## src/rtl/video_timing_gen.sv

```systemverilog
// Video timing generator: free-running pixel/line counters with registered
// sync, data-enable and frame/line marker outputs aligned to the coordinates.
module video_timing_gen #(
  parameter int H_ACTIVE = 640,
  parameter int H_FP     = 16,
  parameter int H_SYNC   = 96,
  parameter int H_BP     = 48,
  parameter int V_ACTIVE = 480,
  parameter int V_FP     = 10,
  parameter int V_SYNC   = 2,
  parameter int V_BP     = 33,
  parameter bit H_POL    = 1'b0,
  parameter bit V_POL    = 1'b0,
  parameter int CORDW    = 16
) (
  input  logic             video_clk_pix,
  input  logic             video_rst_pix,
  output logic [CORDW-1:0] sx,
  output logic [CORDW-1:0] sy,
  output logic             de,
  output logic             hsync,
  output logic             vsync,
  output logic [1:0]       cd,
  output logic             frame,
  output logic             line
);

  localparam int H_TOTAL  = H_ACTIVE + H_FP + H_SYNC + H_BP;
  localparam int V_TOTAL  = V_ACTIVE + V_FP + V_SYNC + V_BP;
  localparam int HS_START = H_ACTIVE + H_FP;
  localparam int HS_END   = HS_START + H_SYNC;
  localparam int VS_START = V_ACTIVE + V_FP;
  localparam int VS_END   = VS_START + V_SYNC;

  localparam logic [CORDW-1:0] H_LAST   = CORDW'(H_TOTAL - 1);
  localparam logic [CORDW-1:0] V_LAST   = CORDW'(V_TOTAL - 1);
  localparam logic [CORDW-1:0] H_ACT_C  = CORDW'(H_ACTIVE);
  localparam logic [CORDW-1:0] V_ACT_C  = CORDW'(V_ACTIVE);
  localparam logic [CORDW-1:0] HS_STA_C = CORDW'(HS_START);
  localparam logic [CORDW-1:0] HS_END_C = CORDW'(HS_END);
  localparam logic [CORDW-1:0] VS_STA_C = CORDW'(VS_START);
  localparam logic [CORDW-1:0] VS_END_C = CORDW'(VS_END);

  // The coordinate outputs must be able to represent the last pixel and line.
  if ((H_TOTAL - 1) >= (2 ** CORDW) || (V_TOTAL - 1) >= (2 ** CORDW)) begin : g_cordw_check
    $error("video_timing_gen: CORDW too narrow for H_TOTAL/V_TOTAL");
  end

  logic [CORDW-1:0] sx_next;
  logic [CORDW-1:0] sy_next;
  logic             de_next;
  logic             hsync_next;
  logic             vsync_next;
  logic             frame_next;
  logic             line_next;

  // Next raster position plus every flag derived from it, so the registered
  // flags line up with the registered coordinates in the same cycle.
  always_comb begin
    sx_next = sx + CORDW'(1);
    sy_next = sy;
    if (sx == H_LAST) begin
      sx_next = '0;
      if (sy == V_LAST) begin
        sy_next = '0;
      end else begin
        sy_next = sy + CORDW'(1);
      end
    end

    de_next    = (sx_next < H_ACT_C) && (sy_next < V_ACT_C);
    hsync_next = ((sx_next >= HS_STA_C) && (sx_next < HS_END_C)) ? H_POL : ~H_POL;
    vsync_next = ((sy_next >= VS_STA_C) && (sy_next < VS_END_C)) ? V_POL : ~V_POL;
    line_next  = (sx_next == '0);
    frame_next = (sx_next == '0) && (sy_next == '0);
  end

  // Output registers; reset parks the raster on its last pixel so the first
  // released edge lands on (0,0) with the frame marker.
  always_ff @(posedge video_clk_pix) begin
    if (video_rst_pix) begin
      sx    <= H_LAST;
      sy    <= V_LAST;
      de    <= 1'b0;
      hsync <= ~H_POL;
      vsync <= ~V_POL;
      cd    <= {~V_POL, ~H_POL};
      frame <= 1'b0;
      line  <= 1'b0;
    end else begin
      sx    <= sx_next;
      sy    <= sy_next;
      de    <= de_next;
      hsync <= hsync_next;
      vsync <= vsync_next;
      cd    <= {vsync_next, hsync_next};
      frame <= frame_next;
      line  <= line_next;
    end
  end

endmodule

```

## config.mk

```make
export PLATFORM = sky130hd
export DESIGN_NAME = video_timing_gen
export DESIGN_NICKNAME = d
export VERILOG_FILES = /design/src/rtl/video_timing_gen.sv
export SDC_FILE = /design/constraint.sdc
export NUM_CORES = 1
export LEC_CHECK = 0
export CORE_ASPECT_RATIO = 1.2
export CORE_MARGIN = 10
export CORE_UTILIZATION = 49
export CTS_BUF_LIST = sky130_fd_sc_hd__clkbuf_4 sky130_fd_sc_hd__clkbuf_8
export DETAILED_ROUTE_END_ITERATION = 16
export PLACE_DENSITY = 0.85
export SLEW_MARGIN = 20
export SYNTH_ARGS = -nofsm -noshare
export SYNTH_HDL_FRONTEND = slang
export SYNTH_SLANG_ARGS = --single-unit
```

## constraint.sdc

```tcl
create_clock -name video_clk_pix -period 2.5 [get_ports video_clk_pix]
set_clock_uncertainty 0.05 [all_clocks]
set_input_delay 0.5 -clock video_clk_pix [delete_from_list [all_inputs] [get_ports video_clk_pix]]
set_output_delay 0.5 -clock video_clk_pix [all_outputs]
set_load 0.03 [all_outputs]
```

==> out/summary.md, run 1 <==
- family with the most delay on the worst path: simple AND/OR/NAND/NOR gates
- starting density of the core: 0.508
- clock slew at reported path FFs: 70 ps
- number of top-level design ports: 41
- fill cell count: 386
- net count of the mapped netlist: 292
- Peak supply drop: 0.000762 V
- post-synthesis instance area: 2350 µm²
- cell at the root of the clock tree: clkbuf_8
- hold violation count in the final report: 0
- fraction of power spent switching nets: 0.444
- Hold WC Path Type: register to register
- power share of the clock group: 0.148
- number of routed nets with antenna violations: 0
- cell at the slowest stage of the critical path: or4_1
- number of antenna violations at the first check in global routing: 0
- Worst Path Required: 2630 ps
- Ys Warns: 0
- critical path cell sequence: ha_4 -> and4_4 -> and4_4 -> buf_4 -> nand2_1 -> xor2_1 -> o211ai_1 -> or4_1
- Residual DRC: 0
- area enclosed by the die boundary: 7980 µm²
- final period demand of the worst path: 2390 ps
- GR Overflow Total: 0
- FF-to-FF Start: sx[1]
- y dimension of the die: 95.9 µm
- summed negative setup slack over all endpoints: 0 ps
- flop and latch count out of synthesis: 37
- Power Dens Cells: 945 nW/µm²
- hold wc startpoint: sy[0]
- Most used DFF post-synth: dfxtp_1
- Worst setup SP type: register
- num rows: 27
- net switching component of the power: 1.30 mW
- number of port buffers: 40
- Total Routed Length: 6890 µm
- area after detailed placement: 2960 µm²
- achievable clock frequency: 0.419 GHz
- fin crit share: 0.955
- Clock Path Buffers: 2
- Detailed Place HPWL: 5120 µm
- Least-Margin Pin Slew: 498 ps
- area taken by multi-input logic gates: 1460 µm²
- pin count of the biggest net entering global routing: 19
- count of cell types in the netlist: 59
- number of global-route vias before repair: 2,428
- post-DR wirelength/cell: 16.9 µm
- count of final setup violators: 0
- part of the total power dissipated in combinational logic: 0.569
- Critical Path Sink Type: register
- core outline area: 4630 µm²
- Design Power: 2.93 mW
- critical path peak fanout: 11
- fraction of layout cells with a size suffix above 1: 0.209
- GPL Wtd Cong: 0.983
- sequential fraction of the synthesis area: 0.315
- All-Layer GR Usage: 0.169
- number of max-cap violations: 0
- Final Max Tran Viols: 0
- number of DRC markers after the initial detailed-route iteration: 214
- EDFF count, synth: 0
- global-route wire length before repair: 11,500 µm
- Syn Inst Count: 287
- register area: 757 µm²
- Hold Path Cell Cnt: 2
- CTS tree: done
- Worst path depth: 8
- cells on worst reg2reg path: 8
- run status: complete, no violations
- number of buffer and inverter instances along the worst setup path: 1
- total number of vias: 2,496
- Clock Latency Late Sink: 300 ps
- post-route cell area: 3100 µm²
- library cell appearing most often on the critical path: and4_4
- timing startpoint of the critical path: sx[1]
- maximum cell stage delay along the critical path: 540 ps
- TritonCTS Sinks: 37
- crit path kind: register to register
- post-synthesis area per instance: 8.19 µm²
- share of async-settable or async-resettable flops after synthesis: 0
- most used cells in the layout excluding fill and tap cells: clkdlybuf4s50_1, buf_4, dfxtp_1
- Lkg Pwr: 1.14 nW
- Diodes inserted: 0
- internal power summed over all cells: 1.63 mW
- post-DR vias/cell: 6.13
- most common cell after layout, fill and taps aside: clkdlybuf4s50_1
- portion of total power attributed to sequential cells: 0.283
- router iterations before antenna repair: 5
- TritonCTS Buffers: 5
- Horiz. Die Dim: 83.2 µm
- layout overhead on the synthesized area: 31.8%
- maximum level of the CTS H-tree: 2
- worst endpoint data arrival time: 2510 ps
- Max-slew headroom: 0.665
- NumNets Final: 354
==> what timing repair did <==
item / in CTS / in global routing
hold buffers: 0 / 0
setup buffers: 0 / 4
resized for setup: 0 / 7
endpoints found under the setup margin: 0 / 4
==> area by class of cell <==
cell class,count,area share
well taps,58,0.0234
inverters,8,0.00969
multi-input cells,218,0.470
clock buffers,7,0.0291
repair buffers,79,0.224
flip-flops and latches,37,0.244
==> flip-flops by register name, indices dropped and copies added, names as in the netlist <==
name and flops:
cd 1, line 1, vsync 1, frame 1, de 1, sx 16
sy 16
==> cell families (layout without fill, tap and decap cells) <==
group	after synthesis	count (layout)	share of synthesized area
mux	2	2	0.00905
flops	37	37	0.315
buf+inv	32	94	0.0766
compound gates	51	51	0.150
xor+xnor	26	26	0.0969
fa+ha+maj	3	3	0.0160
simple gates	136	136	0.336
==> synthesized netlist by cell type, types with 3 or more instances <==
master	count	share of area
dfxtp_1	37	0.32
nor2_1	29	0.046
xnor2_1	17	0.063
nand3_1	15	0.032
nor3_1	15	0.032
nand2_1	13	0.021
o21ai_0	12	0.026
clkbuf_1	9	0.014
nand4_1	9	0.024
nor4_1	9	0.024
xor2_1	9	0.034
inv_1	8	0.013
and3_1	7	0.019
a21oi_1	6	0.013
buf_4	5	0.016
a31oi_1	4	0.011
and4_1	4	0.015
buf_2	4	0.0085
nand2b_1	4	0.011
or3_1	4	0.011
or4_1	4	0.013
a21o_1	3	0.0096
a22oi_1	3	0.0096
and2_1	3	0.0080
buf_6	3	0.014
ha_1	3	0.016
o211ai_1	3	0.0096
o21bai_1	3	0.0096
or2_2	3	0.0080
==> worst min-delay path, cell delays in order, from the launching register on <==
cell     delay [ps]
dfxtp_4         390
a21oi_1          70
nor2_1           70
==> metrics by stage <==
stage / setup WS [ps] / hold WS, ps / utilization / std cells
after global routing: -43.6 / 537 / 0.670 / 407
after detailed placement: 24.6 / 510 / 0.640 / 396
after CTS: 15.1 / 518 / 0.659 / 403
final: 113 / 505 / 0.670 / 407
after floorplan: 15.2 / 495 / - / 287
after global placement: 43.8 / 508 / 0.640 / 396
==> power groups by stage <==
| stage | logic, mW | registers (mW) | clock network [mW] |
|---|---|---|---|
| floorplan | 0.975 | 0.956 | 0 |
| global placement | 1.56 | 0.826 | 0 |
| detailed placement | 1.58 | 0.832 | 0 |
| CTS | 1.59 | 0.822 | 0.442 |
| global route | 1.81 | 0.841 | 0.461 |
| finish | 1.67 | 0.828 | 0.434 |
==> layer usage <==
layer | up-vias | routed length (µm) | global-route usage
met4 | 0 | 165 | 0.0895
li1 | 1162 | - | -
met5 | - | 0 | 0
met1 | 1160 | 2700 | 0.188
met2 | 157 | 3300 | 0.282
met3 | 17 | 727 | 0.0600
==> worst paths after layout <==
| check | to | slack, ps |
|---|---|---|
| worst max-delay path | vsync | 110 |
| worst min-delay path | sy[0] | 510 |
| worst max register to register | vsync | 110 |
| worst min register to register | sy[0] | 510 |
Power figures use the tool's default switching activity.
==> run 2, diff against run 1 <==
- CORE_UTILIZATION: 49 -> 35
- PLACE_DENSITY: 0.85 -> 0.66
==> run 2 against run 1 <==
Against the previous run:
- global-route usage fell by 4.0 points
- wire length down 1.2%
- cell count up 5.2%
- critical path type unchanged
- largest cell class unchanged
==> out/summary.md, run 2 (synthesis results as in run 1) <==
- family with the most delay on the worst path: simple AND/OR/NAND/NOR gates
- Clock Path Buffers: 2, unchanged
- Clock Latency Late Sink: 290 ps, about the same
- net switching component of the power: 1.30 mW, about the same
- number of antenna violations at the first check in global routing: 0, unchanged
- crit path kind: register to register
- Post-Route Hold Slack: 522 ps, +16.6 ps
- core outline area: 6490 µm², +40%
- RSZ-0062 raised after global routing: yes
- area after detailed placement: 2970 µm², +0.38%
- Final Max Tran Viols: 0, unchanged
- y dimension of the die: 110 µm, +14%
- part of the total power dissipated in combinational logic: 0.567, -0.002
- critical path peak fanout: 8, -3
- clock slew at reported path FFs: 80 ps, about the same
- number of top-level design ports: 41, unchanged
- global-route wire length before repair: 11,000 µm, -3.8%
- CTS tree: done
- Worst setup SP type: register
- final period demand of the worst path: 2460 ps, +73.2 ps
- FF-to-FF Start: sx[1]
- fraction of power spent switching nets: 0.454, +0.00983
- Design Power: 2.86 mW, -2.2%
- TritonCTS Sinks: 37, unchanged
- NumNets Final: 347, -2.0%
- maximum cell stage delay along the critical path: 480 ps, -60 ps
- GPL Wtd Cong: 0.904, -8.1%
- All-Layer GR Usage: 0.130, -0.0396
- internal power summed over all cells: 1.56 mW, -4.0%
- area enclosed by the die boundary: 10,400 µm², +30%
- post-DR vias/cell: 5.48, -11%
- Max-slew headroom: 0.699, +0.0346
- Critical Path Sink Type: register
- summed negative setup slack over all endpoints: 0 ps, unchanged
- power share of the clock group: 0.145, -0.003
- TritonCTS Buffers: 5, unchanged
- run status: complete, no violations
- most used cells in the layout excluding fill and tap cells: clkdlybuf4s50_1, buf_4, dfxtp_1
- fin crit share: 0.984, +0.0293
- fraction of layout cells with a size suffix above 1: 0.195, -0.0138
- total number of vias: 2,344, -6.1%
- cell at the root of the clock tree: clkbuf_8
- number of routed nets with antenna violations: 0, unchanged
- number of DRC markers after the initial detailed-route iteration: 154, -28%
- critical path cell sequence: ha_4 -> and4_4 -> nand4_1 -> nor4_4 -> a31oi_1 -> nand2b_1 -> or4_1
- highest-utilization routing layer at the global route stage: met2
- Lkg Pwr: 1.12 nW, -2.5%
- Detailed Place HPWL: 5210 µm, +1.7%
- Horiz. Die Dim: 94.8 µm, +14%
- met1 routing resource usage after global routing: 0.159, -0.0286
- starting density of the core: 0.362, -0.146
- met2 usage: 0.211, -0.0715
- post-route cell area: 3090 µm², -0.32%
- hold wc startpoint: sy[0]
- biggest registers after layout: sx (16), sy (16)
- Post-CTS Setup Repair Bufs: 0, unchanged
- portion of total power attributed to sequential cells: 0.289, +0.006
- achievable clock frequency: 0.406 GHz, -3.0%
- cell at the slowest stage of the critical path: or4_1
- Hold WC Path Type: register to register
- count of final setup violators: 0, unchanged
- post-DR wirelength/cell: 15.9 µm, -6.0%
- router iterations before antenna repair: 5, unchanged
- Diodes inserted: 0, unchanged
- fill cell count: 638, +65%
- Residual DRC: 0, unchanged
- met3 track demand over resource: 0.0375, -0.0225
- area taken by multi-input logic gates: 1470 µm², +1.0%
- number of port buffers: 40, unchanged
- number of buffer and inverter instances along the worst setup path: 0, -1
- pin count of the biggest net entering global routing: 18, -1
- GR Overflow Total: 0, unchanged
- hold violation count in the final report: 0, unchanged
- timing startpoint of the critical path: sx[1]
- most common cell after layout, fill and taps aside: clkdlybuf4s50_1
- layout overhead on the synthesized area: 31.4%
- Least-Margin Pin Slew: 447 ps, -51.5 ps
- Total Routed Length: 6800 µm, -1.2%
- maximum level of the CTS H-tree: 2, unchanged
- number of max-cap violations: 0, unchanged
- Peak supply drop: 0.000490 V, -36%
- Power Dens Cells: 927 nW/µm², -1.9%
- worst endpoint data arrival time: 2570 ps, +60 ps
- Worst Path Required: 2610 ps, -20 ps
- num rows: 32, +19%
- register area: 754 µm², -0.33%
- number of global-route vias before repair: 2,244, -7.6%
-- run 2: metal layers --
layer | part of all wire | routed length (µm)
met4 | 0.013 | 91
met3 | 0.073 | 499
met1 | 0.44 | 3010
met2 | 0.47 | 3200
met5 | 0 | 0
-- run 2: area by class of cell --
cell class                      instances  area share
Tap cell                               85      0.0344
Clock inverter                          3     0.00567
Clock buffer                            5      0.0223
Multi-Input combinational cell        218       0.476
Inverter                                8     0.00972
Timing Repair Buffer                   72       0.207
Sequential cell                        37       0.244
-- run 2: tightest hold or removal path, cell delays in order, from the launching register on --
cell	delay [ps]
dfxtp_2	360
a21oi_1	130
nor2_1	40
-- run 2: metrics by stage --
stage	setup slack (ps)	instances	utilization
after floorplan	15.2	287	-
after global placement	72.3	420	0.458
after detailed placement	40.9	420	0.458
after CTS	32.2	428	0.472
after global routing	-86.4	428	0.476
final	39.6	428	0.476
-- run 2: worst paths after layout --
| path | endpoint | slack (ps) | cells past startpoint |
|---|---|---|---|
| setup reg to reg | vsync | 40 | 7 |
| hold reg to reg | sy[0] | 520 | 2 |
| hold / removal | sy[0] | 520 | 2 |
| setup / recovery | vsync | 40 | 7 |
-- run 2: power groups by stage --
stage	clock, mW	combinational [mW]	sequential [mW]
floorplan	0	0.975	0.956
detailed placement	0	1.58	0.835
CTS	0.429	1.59	0.824
global placement	0	1.58	0.835
finish	0.415	1.62	0.826
global route	0.442	1.76	0.839
-- run 2: timing repair --
item                                    in CTS  in global routing
hold buffers                                 0                  0
resized for setup                            0                  6
endpoints found under the setup margin       0                  3
==> run 3, diff against run 2 <==
- MAX_ROUTING_LAYER: default -> met4
==> run 3 against run 2 <==
Against the previous run:
- non-clock buffer count is 1 higher
- critical path depth is 1 higher
- count of clock-buffer cells in the layout stayed put
- power is 4.6% higher
- combinational power hardly changed
- critical path type unchanged
- largest cell class unchanged
- largest power group unchanged
- highest routed layer unchanged
==> out/summary.md, run 3 (synthesis results as in run 1) <==
- run status: complete, no violations
- number of buffer and inverter instances along the worst setup path: 1, +1
- Worst Path Required: 2620 ps, about the same
- y dimension of the die: 110 µm, unchanged
- number of port buffers: 40, unchanged
- maximum level of the CTS H-tree: 2, unchanged
- number of global-route vias before repair: 2,319, +3.3%
- WL met1: 3020 µm, +0.13%
- worst r2r dst: vsync
- number of antenna violations at the first check in global routing: 0, unchanged
- router iterations before antenna repair: 4, -1
- Horiz. Die Dim: 94.8 µm, unchanged
- cell at the slowest stage of the critical path: or4_1
- Detailed Place HPWL: 5270 µm, +1.2%
- DR WL met3: 338 µm, -32%
- CTS Hold Buffers Added: 0, unchanged
- Lkg Pwr: 1.13 nW, +1.5%
- hold wc startpoint: sx[0]
- post-DR vias/cell: 5.50, +0.45%
- hold violation count in the final report: 0, unchanged
- Post-Route Hold Slack: 539 ps, +17.6 ps
- top sig layer: met4
- biggest registers after layout: sx (16), sy (16)
- TritonCTS Buffers: 5, unchanged
- number of max-cap violations: 0, unchanged
- core outline area: 6490 µm², unchanged
- family with the most delay on the worst path: simple AND/OR/NAND/NOR gates
- pin count of the biggest net entering global routing: 16, -2
- TritonCTS Sinks: 37, unchanged
- Hold Path Cell Cnt: 2, unchanged
- summed negative setup slack over all endpoints: 0 ps, unchanged
- area enclosed by the die boundary: 10,400 µm², unchanged
- total number of vias: 2,360, +0.68%
- worst endpoint data arrival time: 2540 ps, -30 ps
- clock slew at reported path FFs: 80 ps, about the same
- Max-slew headroom: 0.669, -0.0307
- RSZ-0062 raised after global routing: yes
- Residual DRC: 0, unchanged
- routed length on met2: 3310 µm, +3.3%
- Final Max Tran Viols: 0, unchanged
- achievable clock frequency: 0.414 GHz, +1.8%
- crit path kind: register to register
- Hold WC Path Type: register to register
- layout overhead on the synthesized area: 32.7%
- fin crit share: 0.967, -0.0170
- Diodes inserted: 0, unchanged
- count of final setup violators: 0, unchanged
- Total Routed Length: 6830 µm, +0.31%
- Clock Path Buffers: 2, unchanged
- most used cells in the layout excluding fill and tap cells: clkdlybuf4s50_1, buf_4, nor2_1, dfxtp_1, xnor2_1
- Peak supply drop: 0.000628 V, +28%
- GR Overflow Total: 0, unchanged
- NumNets Final: 348, +0.29%
- num rows: 32, unchanged
- cell at the root of the clock tree: clkbuf_8
- endpoint of the worst hold path: sx[1]
- fill cell count: 665, +4.2%
- Worst setup SP type: register
- number of routed nets with antenna violations: 0, unchanged
- FF-to-FF Start: sx[1]
- Least-Margin Pin Slew: 492 ps, +45.6 ps
- Critical Path Sink Type: register
- most common cell after layout, fill and taps aside: clkdlybuf4s50_1
- critical path cell sequence: ha_4 -> and4_4 -> and4_1 -> buf_4 -> nand2_1 -> xor2_1 -> o211ai_1 -> or4_1
- fraction of layout cells with a size suffix above 1: 0.201, +0.00525
- final period demand of the worst path: 2420 ps, -42.4 ps
- final core area utilization: 0.481, +0.00463
- global-route wire length before repair: 11,400 µm, +3.2%
- number of DRC markers after the initial detailed-route iteration: 128, -17%
- critical path peak fanout: 12, +4
- number of top-level design ports: 41, unchanged
- Clock Latency Late Sink: 290 ps, about the same
- setup slack, reg-to-reg: 80 ps, +40 ps
- maximum cell stage delay along the critical path: 540 ps, +60 ps
- All-Layer GR Usage: 0.139, +0.00976
- Power Dens Cells: 961 nW/µm², +3.6%
- starting density of the core: 0.362, unchanged
- CTS tree: done
- post-DR wirelength/cell: 15.9 µm, about the same
- GPL Wtd Cong: 0.919, +1.7%
- cells on worst reg2reg path: 8, +1
## run 3: area by class of cell
type | instances | area, µm² | area share
well taps | 85 | 106 | 0.0341
repair buffers | 73 | 648 | 0.208
clock buffers | 5 | 68.8 | 0.0221
clock inverters | 3 | 45.0 | 0.0144
inverters | 8 | 30.0 | 0.00963
multi-input cells | 218 | 1470 | 0.470
flip-flops and latches | 37 | 756 | 0.242
## run 3: how the worst max path moves through the flow
stage	endpoint	cells past startpoint	startpoint	slack, ps
after floorplan	vsync	7	sy[4]	20
after global placement	vsync	8	sy[1]	70
after detailed placement	vsync	8	sy[1]	30
after CTS	vsync	8	sy[1]	20
after global routing	frame	8	sx[1]	-60
final	vsync	8	sx[1]	80
## run 3: layer usage
metal,vias to the layer above,GRT usage
li1,1154,-
met1,1117,0.166
met2,75,0.229
met3,14,0.0239
met4,0,0.0525
met5,-,-
## run 3: stage by stage
stage / area, µm² / power, mW / instances / setup WS (ps)
floorplan: 2380 / 1.93 / 287 / 15.2
global placement: 2980 / 2.42 / 421 / 73.0
detailed placement: 2980 / 2.44 / 421 / 26.9
CTS: 3090 / 2.98 / 429 / 17.8
global route: 3120 / 3.20 / 429 / -63.8
finish: 3120 / 3.00 / 429 / 82.0
## run 3: repair_timing
item,CTS,global route
setup buffers,0,0
resized for setup,0,7
setup endpoints to repair,0,3
## run 3: worst min-delay path, delay by kind of cell, from the launching register on
| family | cells | cell delay [ps] |
|---|---|---|
| flip-flops | 1 | 360 |
| adder cells (fa/ha/maj) | 1 | 120 |
| AND/OR/NAND/NOR | 1 | 80 |
## run 3: report_power, final
part / switching [mW] / internal (mW)
logic: 0.943 / 0.689
registers: 0.141 / 0.691
clock network: 0.233 / 0.299
total: 1.32 / 1.68
